===== config.mk =====
export PLATFORM = sky130hd
export DESIGN_NAME = impulse_burst_scheduler
export DESIGN_NICKNAME = d
export VERILOG_FILES = /design/src/rtl/impulse_burst_scheduler.sv
export SDC_FILE = /design/constraint.sdc
export NUM_CORES = 1
export LEC_CHECK = 0
export ABC_AREA = 1
export CAP_MARGIN = 20
export CORE_ASPECT_RATIO = 2
export CORE_MARGIN = 2
export CORE_UTILIZATION = 50
export CTS_BUF_LIST = sky130_fd_sc_hd__clkbuf_4 sky130_fd_sc_hd__clkbuf_8
export DETAILED_ROUTE_END_ITERATION = 12
export GPL_TIMING_DRIVEN = 0
export PLACE_DENSITY_LB_ADDON = 0.25
export REMOVE_ABC_BUFFERS = 1
export SLEW_MARGIN = 20
export SYNTH_ARGS = -nofsm -noshare
export SYNTH_HDL_FRONTEND = slang
export SYNTH_SLANG_ARGS = --single-unit

===== constraint.sdc =====
create_clock -name i_Clk -period 1.91 [get_ports i_Clk]
set_input_delay 0.4775 -clock i_Clk [delete_from_list [all_inputs] [get_ports i_Clk]]
set_output_delay 0.4775 -clock i_Clk [all_outputs]
set_load 0.02 [all_outputs]

===== src/rtl/impulse_burst_scheduler.sv =====
// Fires a burst of impulse-generator shots and measures echo time-of-flight per shot.
// TOF counts cycles from the edge that ends FIRE; echoes go through a 2-flop sync plus an edge-detect flop.
module impulse_burst_scheduler #(
  parameter int TOF_W         = 16,
  parameter int WINDOW_CYCLES = 1000,
  parameter int BLANK_CYCLES  = 10,
  parameter int GAP_CYCLES    = 500
) (
  input  logic             i_Clk,
  input  logic             i_Rst_L,
  input  logic             i_Start,
  input  logic             i_Abort,
  input  logic [7:0]       i_Shot_Count,
  input  logic             i_Gen_Ready,
  output logic             o_Gen_Enable,
  input  logic             i_Echo,
  output logic [TOF_W-1:0] o_Tof,
  output logic             o_Tof_Valid,
  output logic             o_Timeout,
  output logic [7:0]       o_Hit_Count,
  output logic             o_Busy,
  output logic             o_Done
);

  localparam int GAP_W = (GAP_CYCLES > 1) ? $clog2(GAP_CYCLES) : 1;
  localparam logic [GAP_W-1:0] GAP_LAST  = GAP_W'(GAP_CYCLES - 1);
  localparam logic [TOF_W-1:0] WIN_LAST  = TOF_W'(WINDOW_CYCLES - 1);
  localparam logic [TOF_W-1:0] BLANK_MIN = TOF_W'(BLANK_CYCLES);

  typedef enum logic [2:0] {
    S_IDLE, S_ARM, S_FIRE, S_LISTEN, S_GAP, S_DONE
  } state_e;

  state_e           state_q, state_d;
  logic [TOF_W-1:0] tof_cnt_q, tof_cnt_d;
  logic [GAP_W-1:0] gap_cnt_q, gap_cnt_d;
  logic [7:0]       shots_left_q, shots_left_d;
  logic [TOF_W-1:0] tof_q, tof_d;
  logic [7:0]       hit_q, hit_d;
  logic             gen_en_q, gen_en_d;
  logic             tof_vld_q, tof_vld_d;
  logic             timeout_q, timeout_d;
  logic             done_q, done_d;
  logic             echo_s1_q, echo_s2_q, echo_s3_q;
  logic             det, det_ok;

  // i_Echo is asynchronous; only the synchronized rising edge is used.
  always_ff @(posedge i_Clk or negedge i_Rst_L) begin
    if (!i_Rst_L) begin
      echo_s1_q <= 1'b0;
      echo_s2_q <= 1'b0;
      echo_s3_q <= 1'b0;
    end else begin
      echo_s1_q <= i_Echo;
      echo_s2_q <= echo_s1_q;
      echo_s3_q <= echo_s2_q;
    end
  end

  assign det    = echo_s2_q & ~echo_s3_q;
  assign det_ok = det && (tof_cnt_q >= BLANK_MIN);

  always_comb begin
    state_d      = state_q;
    tof_cnt_d    = tof_cnt_q;
    gap_cnt_d    = gap_cnt_q;
    shots_left_d = shots_left_q;
    tof_d        = tof_q;
    hit_d        = hit_q;
    gen_en_d     = 1'b0;
    tof_vld_d    = 1'b0;
    timeout_d    = 1'b0;

    case (state_q)
      S_IDLE: begin
        if (i_Start) begin
          shots_left_d = i_Shot_Count;
          hit_d        = 8'd0;
          state_d      = (i_Shot_Count == 8'd0) ? S_DONE : S_ARM;
        end
      end
      S_ARM: begin
        if (i_Gen_Ready) begin
          state_d  = S_FIRE;
          gen_en_d = 1'b1;
        end
      end
      S_FIRE: begin
        tof_cnt_d = '0;
        state_d   = S_LISTEN;
      end
      S_LISTEN: begin
        tof_cnt_d = tof_cnt_q + TOF_W'(1);
        // A valid echo on the last window cycle beats the timeout.
        if (det_ok) begin
          tof_d     = tof_cnt_q;
          tof_vld_d = 1'b1;
          if (hit_q != 8'hFF) hit_d = hit_q + 8'd1;
          gap_cnt_d = '0;
          state_d   = S_GAP;
        end else if (tof_cnt_q == WIN_LAST) begin
          timeout_d = 1'b1;
          gap_cnt_d = '0;
          state_d   = S_GAP;
        end
      end
      S_GAP: begin
        gap_cnt_d = gap_cnt_q + GAP_W'(1);
        if (gap_cnt_q == GAP_LAST) begin
          shots_left_d = shots_left_q - 8'd1;
          state_d      = (shots_left_q == 8'd1) ? S_DONE : S_ARM;
        end
      end
      S_DONE: begin
        state_d = S_IDLE;
      end
      default: begin
        state_d = S_IDLE;
      end
    endcase

    // Abort wins over everything and suppresses all strobes and result updates.
    if (i_Abort && (state_q != S_IDLE)) begin
      state_d   = S_IDLE;
      gen_en_d  = 1'b0;
      tof_vld_d = 1'b0;
      timeout_d = 1'b0;
      tof_d     = tof_q;
      hit_d     = hit_q;
    end

    done_d = (state_d == S_DONE);
  end

  always_ff @(posedge i_Clk or negedge i_Rst_L) begin
    if (!i_Rst_L) begin
      state_q      <= S_IDLE;
      tof_cnt_q    <= '0;
      gap_cnt_q    <= '0;
      shots_left_q <= 8'd0;
      tof_q        <= '0;
      hit_q        <= 8'd0;
      gen_en_q     <= 1'b0;
      tof_vld_q    <= 1'b0;
      timeout_q    <= 1'b0;
      done_q       <= 1'b0;
    end else begin
      state_q      <= state_d;
      tof_cnt_q    <= tof_cnt_d;
      gap_cnt_q    <= gap_cnt_d;
      shots_left_q <= shots_left_d;
      tof_q        <= tof_d;
      hit_q        <= hit_d;
      gen_en_q     <= gen_en_d;
      tof_vld_q    <= tof_vld_d;
      timeout_q    <= timeout_d;
      done_q       <= done_d;
    end
  end

  assign o_Gen_Enable = gen_en_q;
  assign o_Tof        = tof_q;
  assign o_Tof_Valid  = tof_vld_q;
  assign o_Timeout    = timeout_q;
  assign o_Hit_Count  = hit_q;
  assign o_Done       = done_q;
  assign o_Busy       = (state_q != S_IDLE);

endmodule


; ---- Yosys cells after proc, flatten, opt, wreduce, memory -nomap -nowiden
; Index checks and enable logic that the tools add are counted.
[word_totals]
n_memories = 0
mem_bits_ro = 0
word_cells = 78
reg_bits = 67
ram_bits = 0
latchBits = 0
in_bits = 14
[op_classes]
eq_ne = 14
n_lt_le_gt_ge = 1
n_div = 0
mux = 30
mul = 0
shift = 0
n_reduce_logical = 13
bitwise = 3
n_addsub = 4
[op_table]
columns = cell, n
row1 = $mux W8, 5
row2 = $pmux W16 S2, 1
row3 = $pmux W8 S2, 2
row4 = $mux W3, 8
row5 = $mux W9, 2
row6 = $pmux W9 S2, 1
row7 = $add A16 B1 Y16 const B, 1
row8 = $eq A16 B10 Y1 const B, 1
row9 = $ge A16 B4 Y1 const B, 1
row10 = $pmux W3 S5, 1
row11 = $mux W1, 10
row12 = $add A9 B1 Y9 const B, 1
row13 = $eq A9 B9 Y1 const B, 1
row14 = $add A8 B1 Y8 const B, 1
row15 = $eq A8 B1 Y1 const B, 1
row16 = $logic_not A8 Y1, 1
row17 = $ne A2 B2 Y1 const B, 4
row18 = $ne A8 B8 Y1 const B, 1
row19 = $reduce_bool A2 Y1, 4
row20 = $sub A8 B1 Y8 const B, 1
row21 = $eq A3 B2 Y1 const B, 2
row22 = $eq A3 B3 Y1 const B, 2
row23 = $reduce_and A3 Y1, 2
row24 = $reduce_and A5 Y1, 1
row25 = other kinds (8), 10

; ---- Logic depth before layout (Yosys ltp)
; Gate-level depths: netlist of run 1.
[logic_depth]
ltp_word = 7
mapped_depth = 12
mapped_depth_nobuf = 12

; ---- Least setup slack after synthesis of run 1
; OpenSTA, ideal clock, no wires.
[synth_timing]
path_type = flip-flop to flip-flop
from = reg hit_q[0] (netlist: o_Hit_Count[0])
to = reg hit_q[1] (netlist: o_Hit_Count[1])
path_stages_with_launch = 12
setup_ns = 0.117
t_arrival_ns = 1.480
setup_slack_ns = 0.313
path_cell_list = dfrtp_1 > ha_1 > nand2_1 > inv_1 > nand3_1 > nor2_1 > nand2_1 > nand2_1 > a21oi_4 > inv_2 > nand2_1 > nand2_1
[synth_between]
elab_chain_cells = 4
elab_cells_between_ends = 7
cone_classes = 1 x add/sub / 2 x eq/ne / 3 x mux / 1 x reduce/logical
[synth_rtl]
columns = element, line
row1 = start: declaration, 39  ; logic [7:0] hit_q, hit_d;
row2 = start signal: assignment, 153  ; hit_q <= hit_d;
row3 = $add A8 B1 Y8, 98  ; if (hit_q != 8'hFF) hit_d = hit_q + 8'd1;
row4 = $mux W8, 98
row5 = $mux W8, 95  ; if (det_ok) begin
row6 = $pmux W8 S2, 74  ; case (state_q)
; Parallel ways exist; a longest one is shown, timed or not. The select of a mux whose other input is x is not followed.
; A chain may end at the register's enable or synchronous reset.

; ---- Worst setup path in the final report of run 1
[layout_timing]
from = reg hit_q[4] (netlist: o_Hit_Count[4])
to = out o_Hit_Count[4]
[layout_lines]
columns = element, line
row1 = end: declaration, 20  ; output logic [7:0] o_Hit_Count,
; No word-level cell between the ends.

==> summary.txt, run 1 <==
Cells and area
  • Fin nets: between 500 and 600
  • Multi-input logic area: ~0.0016 mm^2
  • Final Cell Area: 0.00430 mm^2
  • Filler cell count: 624
  • Reg area: 0.00168 mm^2
  • Commonest non-fill, non-tap cell in the layout: nand2_1
  • ANT cells: 0
  • Most frequent cells in the layout: nand2_1 (119), dfrtp_1 (66), inv_1 (48)
  • Layout cells sized above 1: 0.0876
  • Syn-to-layout area delta: 24.0%

Die
  • Die width: 62.9 um
  • I/O pins: 43
  • Initial core utilization: 0.508
  • Row cnt: 43
  • Placeable Area: 0.00683 mm^2
  • Die span in y: 122 um
  • Area of the die: 0.00766 mm^2

Timing
  • Final setup vio count: 0
  • Final period util: 0.971
  • Rel. slew slack: 0.735
  • Worst-Margin Slew: 0.395 ns
  • FMAX: 0.539 GHz
  • Final min period: about 1.9 ns
  • Hold Fails Final Rpt: 0
  • Hold slack final: around 0.35 ns
  • Worst clock skew: 0.0105 ns
  • Unrepaired setup endpoints after global routing: false
  • Final Max Slew Viols: 0

Setup path
  • Critical path depth: 1
  • Worst EP required: 1.43 ns
  • CP delay by family, top: buffers and inverters
  • Worst Path Max Fanout: 4
  • CP max stage cell: clkdlybuf4s50_1
  • CP bufs+invs: 1
  • Slowest stage delay, CP: 0.62 ns
  • Crit-path cells: clkdlybuf4s50_1
  • Worst R2R Setup Slack: roughly 0.2 ns
  • Setup crit start kind: flop
  • WP data arrival: 1.38 ns
  • Setup Crit Path Kind: reg2out
  • CP endpoint kind: output pin
  • R2r worst-path depth: 8

Detailed routing
  • DRT Pass-1 Iters: 5
  • Total Wirelength: 7450 um
  • Vias: 3023
  • DRC viols: 0
  • Wire per inst: 12.6 um
  • DRT iter0 DRCs: 188
  • Vias per Instance: a little over 5
  • DRT antenna net count: 0

Power and ir drop
  • Net Sw Frac: 0.327
  • Clock power frac: 0.313
  • P_int: around 2.6 mW
  • Static leakage: 2.08 nW
  • Max IR drop VDD: 761 uV
  • Seq pwr share: 0.440
  • Sw Pwr: 1.26 mW
  • PD cells: 897 mW/mm^2
  • Share of power burned in combinational logic: 0.247

Synthesis
  • Post-synthesis async set-or-reset flop share: 1.00
  • Post-synth top area share: 0.483
  • Average cell area after synthesis: between 7 and 8 um^2
  • Main synth FF type: dfrtp_1
  • Synth Instances: 445
  • Warnings, synthesis: 0
  • Top cells by area, synth: dfrtp_1 (48%), nand2_1 (13%), inv_1 (5.3%)
  • Post-synth EDFFs: 0
  • Register area share after synthesis: 0.483
  • Cell taking the most area after synthesis: dfrtp_1
  • Cell Area, Synth: between 0.003 and 0.004 mm^2
  • Yosys cell types: 37
  • Flops & latches, synth: 67

Global routing
  • First-pass GRT wire length: 12500 um
  • GR Util met2: 0.334
  • Vias in the first global route: 2828
  • GRT Total Usage: 0.209
  • Grt met3 use: 0.0452
  • Initial antenna violation count: 0
  • GRT Max-Usage Layer: met2
  • Met1 Use GR: 0.262
  • Largest net degree at the start of global routing: 58
  • Total grt overflow: 0

Placed design
  • Final HPWL DP: roughly 5100 um
  • RePlAce Congestion: 0.947
  • IO buf count: 42
  • Placed cell areas: ~0.0040 mm^2

Clock tree
  • Clock Path Buffers: 2
  • Worst-path clk slew: 0.07 ns
  • Num CTS Buffers: 9
  • TritonCTS Sinks: 67
  • Worst-Skew Late Latency: 0.35 ns
  • Root Buffer: clkbuf_8
  • CTS tree: done
  • H-Tree Depth: 3

Hold path
  • Worst hold path type: reg2reg
  • Hold path depth: 0

Status
  • Outcome: completed

Run
  • Max_cap viols: 0
## power by group through the flow
stage	registers, mW	logic (mW)	clock network (mW)
floorplan	1.71	0.610	0
global placement	1.72	0.886	0
detailed placement	1.72	0.912	0
CTS	1.70	0.931	1.23
global route	1.72	1.08	1.30
finish	1.70	0.953	1.21
## area by class of cell
cell class	count	share of cell area
multi-input combinational	316	0.368
timing repair inverter	1	0.00116
inverter	52	0.0468
sequential	67	0.390
timing repair buffer	50	0.118
tap	90	0.0262
clock buffer	16	0.0497
## timing repair
action,CTS,global route
pin swaps,1,0
cloned,1,0
endpoints found under the hold margin,10,0
resized for setup,10,8
setup buffers,1,5
hold buffers,1,0
setup endpoints to repair,36,16
## layer usage
metal / part of all wire / up-vias
met4: 0.024 / 0
met1: 0.45 / 1384
li1: - / 1553
met5: 0 / -
met2: 0.48 / 69
met3: 0.043 / 17
## path summary, 6_finish.rpt
path / start / to
worst min-delay path: echo_s1_q / echo_s2_q
max in group asynchronous: i_Rst_L / state_q[2]
worst max register to register: state_q[0] / shots_left_q[7]
worst min register to register: echo_s1_q / echo_s2_q
min in group asynchronous: i_Rst_L / o_Tof[2]
worst max-delay path: o_Hit_Count[4] / o_Hit_Count[4]
## flip-flops by register name, summed over array words and instances (netlist names)
register / flops
o_Tof: 16
tof_cnt_q: 16
gap_cnt_q: 9
o_Hit_Count: 8
shots_left_q: 8
state_q: 3
echo_s1_q: 1
echo_s2_q: 1
echo_s3_q: 1
o_Done: 1
o_Gen_Enable: 1
o_Timeout: 1
o_Tof_Valid: 1
## kinds of logic after synthesis
| group | after synthesis | share of synthesized area |
|---|---|---|
| simple gates | 230 | 0.283 |
| compound gates | 68 | 0.111 |
| flops | 67 | 0.483 |
| buf+inv | 62 | 0.0707 |
| xor+xnor | 11 | 0.0278 |
| fa+ha+maj | 6 | 0.0216 |
| mux | 1 | 0.00288 |
## synth_stat cells (2+ instances only)
cell type and instances:
a21oi_1 12, a31oi_1 3, buf_2 5, clkbuf_1 3, dfrtp_1 67, ha_1 6, inv_1 49, inv_2 2
nand2_1 121, nand2_2 2, nand3_1 33, nand4_1 8, nor2_1 46, nor3_1 13, o211ai_1 2, o21ai_0 33
o21ai_1 4, o22ai_1 8, xor2_1 10
## per-stage QoR
step | worst slack (ns) | TNS (ns) | power, mW | std cells | util
finish | 0.0562 | 0 | 3.86 | 592 | 0.630
global route | 0.0122 | 0 | 4.09 | 592 | 0.630
CTS | 0.00122 | 0 | 3.86 | 587 | 0.621
detailed placement | -0.499 | -9.52 | 2.63 | 568 | 0.583
global placement | -1.85 | -134.42 | 2.60 | 567 | 0.579
floorplan | 0.0108 | 0 | 2.32 | 435 | -
Power figures use the tool's default switching activity.
==> run 2, diff against run 1 <==
--- a/config.mk
+++ b/config.mk
@@ -10,11 +10,11 @@
 export CORE_ASPECT_RATIO = 2
 export CORE_MARGIN = 2
 export CORE_UTILIZATION = 50
-export CTS_BUF_LIST = sky130_fd_sc_hd__clkbuf_4 sky130_fd_sc_hd__clkbuf_8
 export DETAILED_ROUTE_END_ITERATION = 12
 export GPL_TIMING_DRIVEN = 0
 export PLACE_DENSITY_LB_ADDON = 0.25
 export REMOVE_ABC_BUFFERS = 1
+export SKIP_LAST_GASP = 1
 export SLEW_MARGIN = 20
 export SYNTH_ARGS = -nofsm -noshare
 export SYNTH_HDL_FRONTEND = slang
==> summary.txt, run 2 (synthesized netlist as in run 1, its figures left out) <==
Status
  • Outcome: completed

Power and ir drop
  • Clock power frac: 0.383
  • Net Sw Frac: 0.306
  • Static leakage: between 2 and 2.5 nW
  • PD cells: 983 mW/mm^2
  • Sw Pwr: about 1.3 mW
  • P_int: 3.00 mW
  • Max IR drop VDD: 833 uV
  • Share of power burned in combinational logic: 0.223
  • Seq pwr share: 0.393
  • Pwr Total: 4.33 mW

Setup path
  • Worst EP required: 1.43 ns
  • Worst R2R Setup Slack: 0.13 ns
  • WP data arrival: between 1 and 1.5 ns
  • CP max stage cell: clkdlybuf4s50_1
  • Slowest stage delay, CP: 0.63 ns
  • Crit. Startpoint: o_Hit_Count[3]
  • CP endpoint kind: output pin
  • Setup crit start kind: flop
  • CP bufs+invs: 1
  • Worst Path Max Fanout: 5
  • Reg2reg start: state_q[0]
  • Setup Crit Path Kind: reg2out
  • Crit-path cells: clkdlybuf4s50_1
  • CP delay by family, top: buffers and inverters

Detailed routing
  • DRT Pass-1 Iters: 8
  • DRT antenna net count: 0
  • Vias per Instance: a little over 5
  • Vias: 3046
  • DRT iter0 DRCs: 213
  • Total Wirelength: between 7000 and 8000 um
  • Wire per inst: 12.6 um
  • DRC viols: 0

Die
  • Die span in y: 122 um
  • I/O pins: 43
  • Area of the die: between 0.007 and 0.008 mm^2
  • Row cnt: 43
  • Initial core utilization: 0.508
  • Die width: 62.9 um
  • Placeable Area: 0.00683 mm^2

Cells and area
  • Commonest non-fill, non-tap cell in the layout: nand2_1
  • Most frequent cells in the layout: nand2_1 (119), dfrtp_1 (66), inv_1 (48)
  • Syn-to-layout area delta: 26.8%
  • Fin nets: approximately 520
  • Non-Filler Instances: 592
  • Final Cell Area: 0.00440 mm^2
  • ANT cells: 0
  • Layout cells sized above 1: 0.0837

Placed design
  • RePlAce Congestion: 0.947
  • Final HPWL DP: around 5100 um
  • Placed cell areas: 0.00398 mm^2
  • Pre-CTS WS: -0.499 ns
  • Placed Cells: 568
  • IO buf count: 42

Global routing
  • Initial antenna violation count: 0
  • Total grt overflow: 0
  • GRT Total Usage: 0.211
  • Largest net degree at the start of global routing: 58
  • Vias in the first global route: 2847
  • First-pass GRT wire length: 12600 um

Clock tree
  • H-Tree Depth: 3
  • TritonCTS Sinks: 67
  • Root Buffer: clkbuf_16
  • Worst-Skew Late Latency: 0.33 ns
  • CTS tree: done
  • Num CTS Buffers: 9
  • Clock Path Buffers: 2
  • Worst-path clk slew: around 0.050 ns

Timing
  • Unrepaired setup endpoints after global routing: true
  • Worst-Margin Slew: 0.398 ns
  • Final setup vio count: 0
  • Setup ws final: 0.0510 ns
  • Rel. slew slack: 0.734
  • Worst clock skew: 0.00522 ns
  • Final min period: 1.86 ns
  • FMAX: 0.538 GHz
  • Final Max Slew Viols: 0
  • Setup Total Neg Slack: 0 ns
  • Hold Fails Final Rpt: 0
  • Final period util: 0.973

Hold path
  • Worst hold path type: reg2reg
  • Hold Startpoint: echo_s1_q

Run
  • Max_cap viols: 0
[run 2: cell types whose count changed in the layout (fill, tap and decap cells not counted)]
| cell | change |
|---|---|
| clkbuf_1 | +1 |
| clkbuf_16 | +9 |
| clkbuf_2 | -1 |
| clkbuf_4 | -1 |
| clkbuf_8 | -9 |
| clkdlybuf4s15_1 | +1 |
| clkdlybuf4s50_1 | +1 |
| dlygate4sd2_1 | -1 |
| nand2_2 | +1 |
| nand2_4 | -1 |
[run 2: final timing paths]
path,endpoint,cells past startpoint
min in group asynchronous,o_Tof[1],2
min reg2reg,echo_s2_q,0
max reg2reg,shots_left_q[7],8
min,echo_s2_q,0
max in group asynchronous,state_q[2],3
max,o_Hit_Count[3],1
[run 2: worst reg2reg max path: stages, from the launching register on]
cell and delay (ns):
dfrtp_1 0.42, inv_1 0.14, nand3_4 0.23, clkinvlp_4 0.21, nand2_1 0.10, nand2_2 0.23, inv_1 0.11, o21ai_0 0.17
nand2_1 0.07
[run 2: what timing repair did]
action	in CTS	in global routing
pin swaps	1	1
hold buffers	1	0
gates cloned	1	0
endpoints found under the hold margin	10	0
endpoints found under the setup margin	35	25
buffers inserted	1	5
gates resized for setup	5	10
[run 2: metrics by stage]
stage / hold WS, ns / util
after detailed placement: 0.332 / 0.583
after CTS: 0.350 / 0.633
after floorplan: 0.182 / -
after global placement: 0.332 / 0.579
after global routing: 0.367 / 0.644
final: 0.353 / 0.644
[run 2: power by group through the flow]
| stage | Clock [mW] | Sequential, mW | Combinational (mW) |
|---|---|---|---|
| 2_1_floorplan | 0 | 1.71 | 0.610 |
| 3_3_place_gp | 0 | 1.72 | 0.886 |
| 3_5_place_dp | 0 | 1.72 | 0.912 |
| 4_1_cts | 1.69 | 1.70 | 0.928 |
| 5_1_grt | 1.75 | 1.72 | 1.09 |
| 6_report | 1.66 | 1.70 | 0.966 |
[run 2: final cells by class]
| class | count | area [um^2] |
|---|---|---|
| Fill cell | 608 | 2430 |
| Sequential cell | 67 | 1680 |
| Multi-Input combinational cell | 316 | 1580 |
| Timing Repair Buffer | 50 | 513 |
| Clock buffer | 16 | 312 |
| Inverter | 52 | 201 |
| Tap cell | 90 | 113 |
| Timing Repair inverter | 1 | 5.00 |
[run 2: routing by layer]
layer / wire [um] / GRT usage
met1: 3330 / 0.260
met2: 3630 / 0.336
met3: 327 / 0.0452
met4: 184 / 0.128
met5: 0 / 0
==> run 3, diff against run 2 <==
--- a/config.mk
+++ b/config.mk
@@ -9,9 +9,10 @@
 export CAP_MARGIN = 20
 export CORE_ASPECT_RATIO = 2
 export CORE_MARGIN = 2
-export CORE_UTILIZATION = 50
+export CORE_UTILIZATION = 55
 export DETAILED_ROUTE_END_ITERATION = 12
 export GPL_TIMING_DRIVEN = 0
+export MAX_ROUTING_LAYER = met4
 export PLACE_DENSITY_LB_ADDON = 0.25
 export REMOVE_ABC_BUFFERS = 1
 export SKIP_LAST_GASP = 1
==> summary.txt, run 3 (synthesized netlist as in run 1, its figures left out) <==
Cells and area
  • Syn-to-layout area delta: 28.4%
  • Final Util: 0.718
  • Non-Filler Instances: 594
  • Commonest non-fill, non-tap cell in the layout: nand2_1
  • Final Cell Area: 0.00446 mm^2
  • Most frequent cells in the layout: nand2_1 (119), dfrtp_1 (67), inv_1 (47)
  • Filler cell count: 476
  • ANT cells: 0
  • Layout cells sized above 1: 0.0965
  • Fin nets: 523

Clock tree
  • Worst-path clk slew: 0.05 ns
  • Clock Path Buffers: 2
  • Root Buffer: clkbuf_16
  • H-Tree Depth: 3
  • TritonCTS Sinks: 67
  • CTS Hold Bufs: 0
  • CTS tree: done
  • Worst-Skew Late Latency: approximately 0.33 ns
  • Num CTS Buffers: 9

Setup path
  • Setup Crit Path Kind: reg2out
  • Setup crit end: o_Busy
  • Worst EP required: ~1.4 ns
  • CP bufs+invs: 2
  • Crit-path cells: nor3_2, inv_1, clkdlybuf4s15_1
  • R2r worst-path depth: 10
  • WP data arrival: 1.37 ns
  • Setup crit start kind: flop
  • CP delay by family, top: flip-flops
  • Reg2reg start: tof_cnt_q[6]
  • Critical path depth: 3
  • Worst Path Max Fanout: 4
  • R2r endpoint: o_Tof[6]
  • Slowest stage delay, CP: 0.46 ns
  • CP max stage cell: dfrtp_1
  • CP endpoint kind: output pin
  • Worst R2R Setup Slack: roughly 0.07 ns
  • Crit. Startpoint: state_q[2]

Placed design
  • Final HPWL DP: 5220 um
  • IO buf count: 42
  • Placed Cells: 564
  • Pre-CTS WS: -0.506 ns
  • RePlAce Congestion: 0.931
  • Placed cell areas: 0.00397 mm^2

Die
  • Placeable Area: approximately 0.0062 mm^2
  • Die span in y: 116 um
  • Row cnt: 41
  • I/O pins: 43
  • Die width: 60.2 um
  • Initial core utilization: 0.559
  • Area of the die: 0.00700 mm^2

Timing
  • Unrepaired setup endpoints after global routing: true
  • Rel. slew slack: 0.711
  • Final Max Slew Viols: 0
  • Setup Total Neg Slack: 0 ns
  • Final period util: 0.969
  • Worst clock skew: roughly 0.0031 ns
  • Worst-Margin Slew: between 0.4 and 0.5 ns
  • Final setup vio count: 0
  • Final min period: 1.85 ns
  • FMAX: 0.540 GHz
  • Hold slack final: 0.0854 ns
  • Setup ws final: between 0.05 and 0.06 ns
  • Hold Fails Final Rpt: 0

Global routing
  • Vias in the first global route: 2793
  • Initial antenna violation count: 0
  • First-pass GRT wire length: 12700 um
  • Largest net degree at the start of global routing: 36
  • GRT Total Usage: 0.249
  • Total grt overflow: 0

Detailed routing
  • DRT iter0 DRCs: 219
  • DRC viols: 0
  • Vias: 3227
  • DRT antenna net count: 0
  • Total Wirelength: between 8000 and 9000 um
  • Vias per Instance: 5.43
  • Wire per inst: 13.9 um
  • DRT Pass-1 Iters: 4

Hold path
  • Worst hold path type: in2async

Power and ir drop
  • Net Sw Frac: 0.310
  • Max IR drop VDD: 726 uV
  • Share of power burned in combinational logic: 0.235
  • Pwr Total: ~4.4 mW
  • P_int: 3.07 mW
  • Seq pwr share: 0.383
  • Sw Pwr: 1.38 mW
  • Clock power frac: 0.382
  • PD cells: 997 mW/mm^2
  • Static leakage: 2.16 nW

Run
  • Max_cap viols: 0

Status
  • Outcome: completed
[run 3: layout make-up]
class	count	area (um^2)	area share
inverter	52	205	0.0460
tap	86	108	0.0241
timing repair buffer	54	529	0.119
clock buffer	15	278	0.0623
sequential	67	1680	0.376
multi-input combinational	318	1630	0.365
timing repair inverter	1	5.00	0.00112
clock inverter	1	30.0	0.00674
[run 3: repair_timing]
item / 4_1_cts / 5_1_grt
pin swaps: 2 / 3
buffers inserted: 1 / 10
resized for setup: 7 / 13
endpoints found under the setup margin: 36 / 36
cloned: 1 / 2
[run 3: worst min-delay path by stage]
stage,cells after the start,start,to,slack [ns]
floorplan,0,i_Rst_L,echo_s1_q,0.18
global placement,0,echo_s1_q,echo_s2_q,0.33
detailed placement,0,echo_s1_q,echo_s2_q,0.34
CTS,1,i_Rst_L,o_Tof[9],0.1
global route,1,i_Rst_L,o_Tof[1],0.12
finish,1,i_Rst_L,o_Tof[9],0.09
[run 3: metal layers]
| layer | share of wire | GRT usage |
|---|---|---|
| met1 | 0.42 | 0.303 |
| met3 | 0.057 | 0.0642 |
| met2 | 0.50 | 0.394 |
| met5 | 0 | - |
| met4 | 0.024 | 0.0919 |
[run 3: power by group through the flow]
stage	clock (mW)	combinational (mW)	sequential (mW)
5_1_grt	1.78	1.16	1.72
6_report	1.70	1.05	1.70
2_1_floorplan	0	0.610	1.71
4_1_cts	1.70	0.928	1.70
3_5_place_dp	0	0.902	1.72
3_3_place_gp	0	0.887	1.72
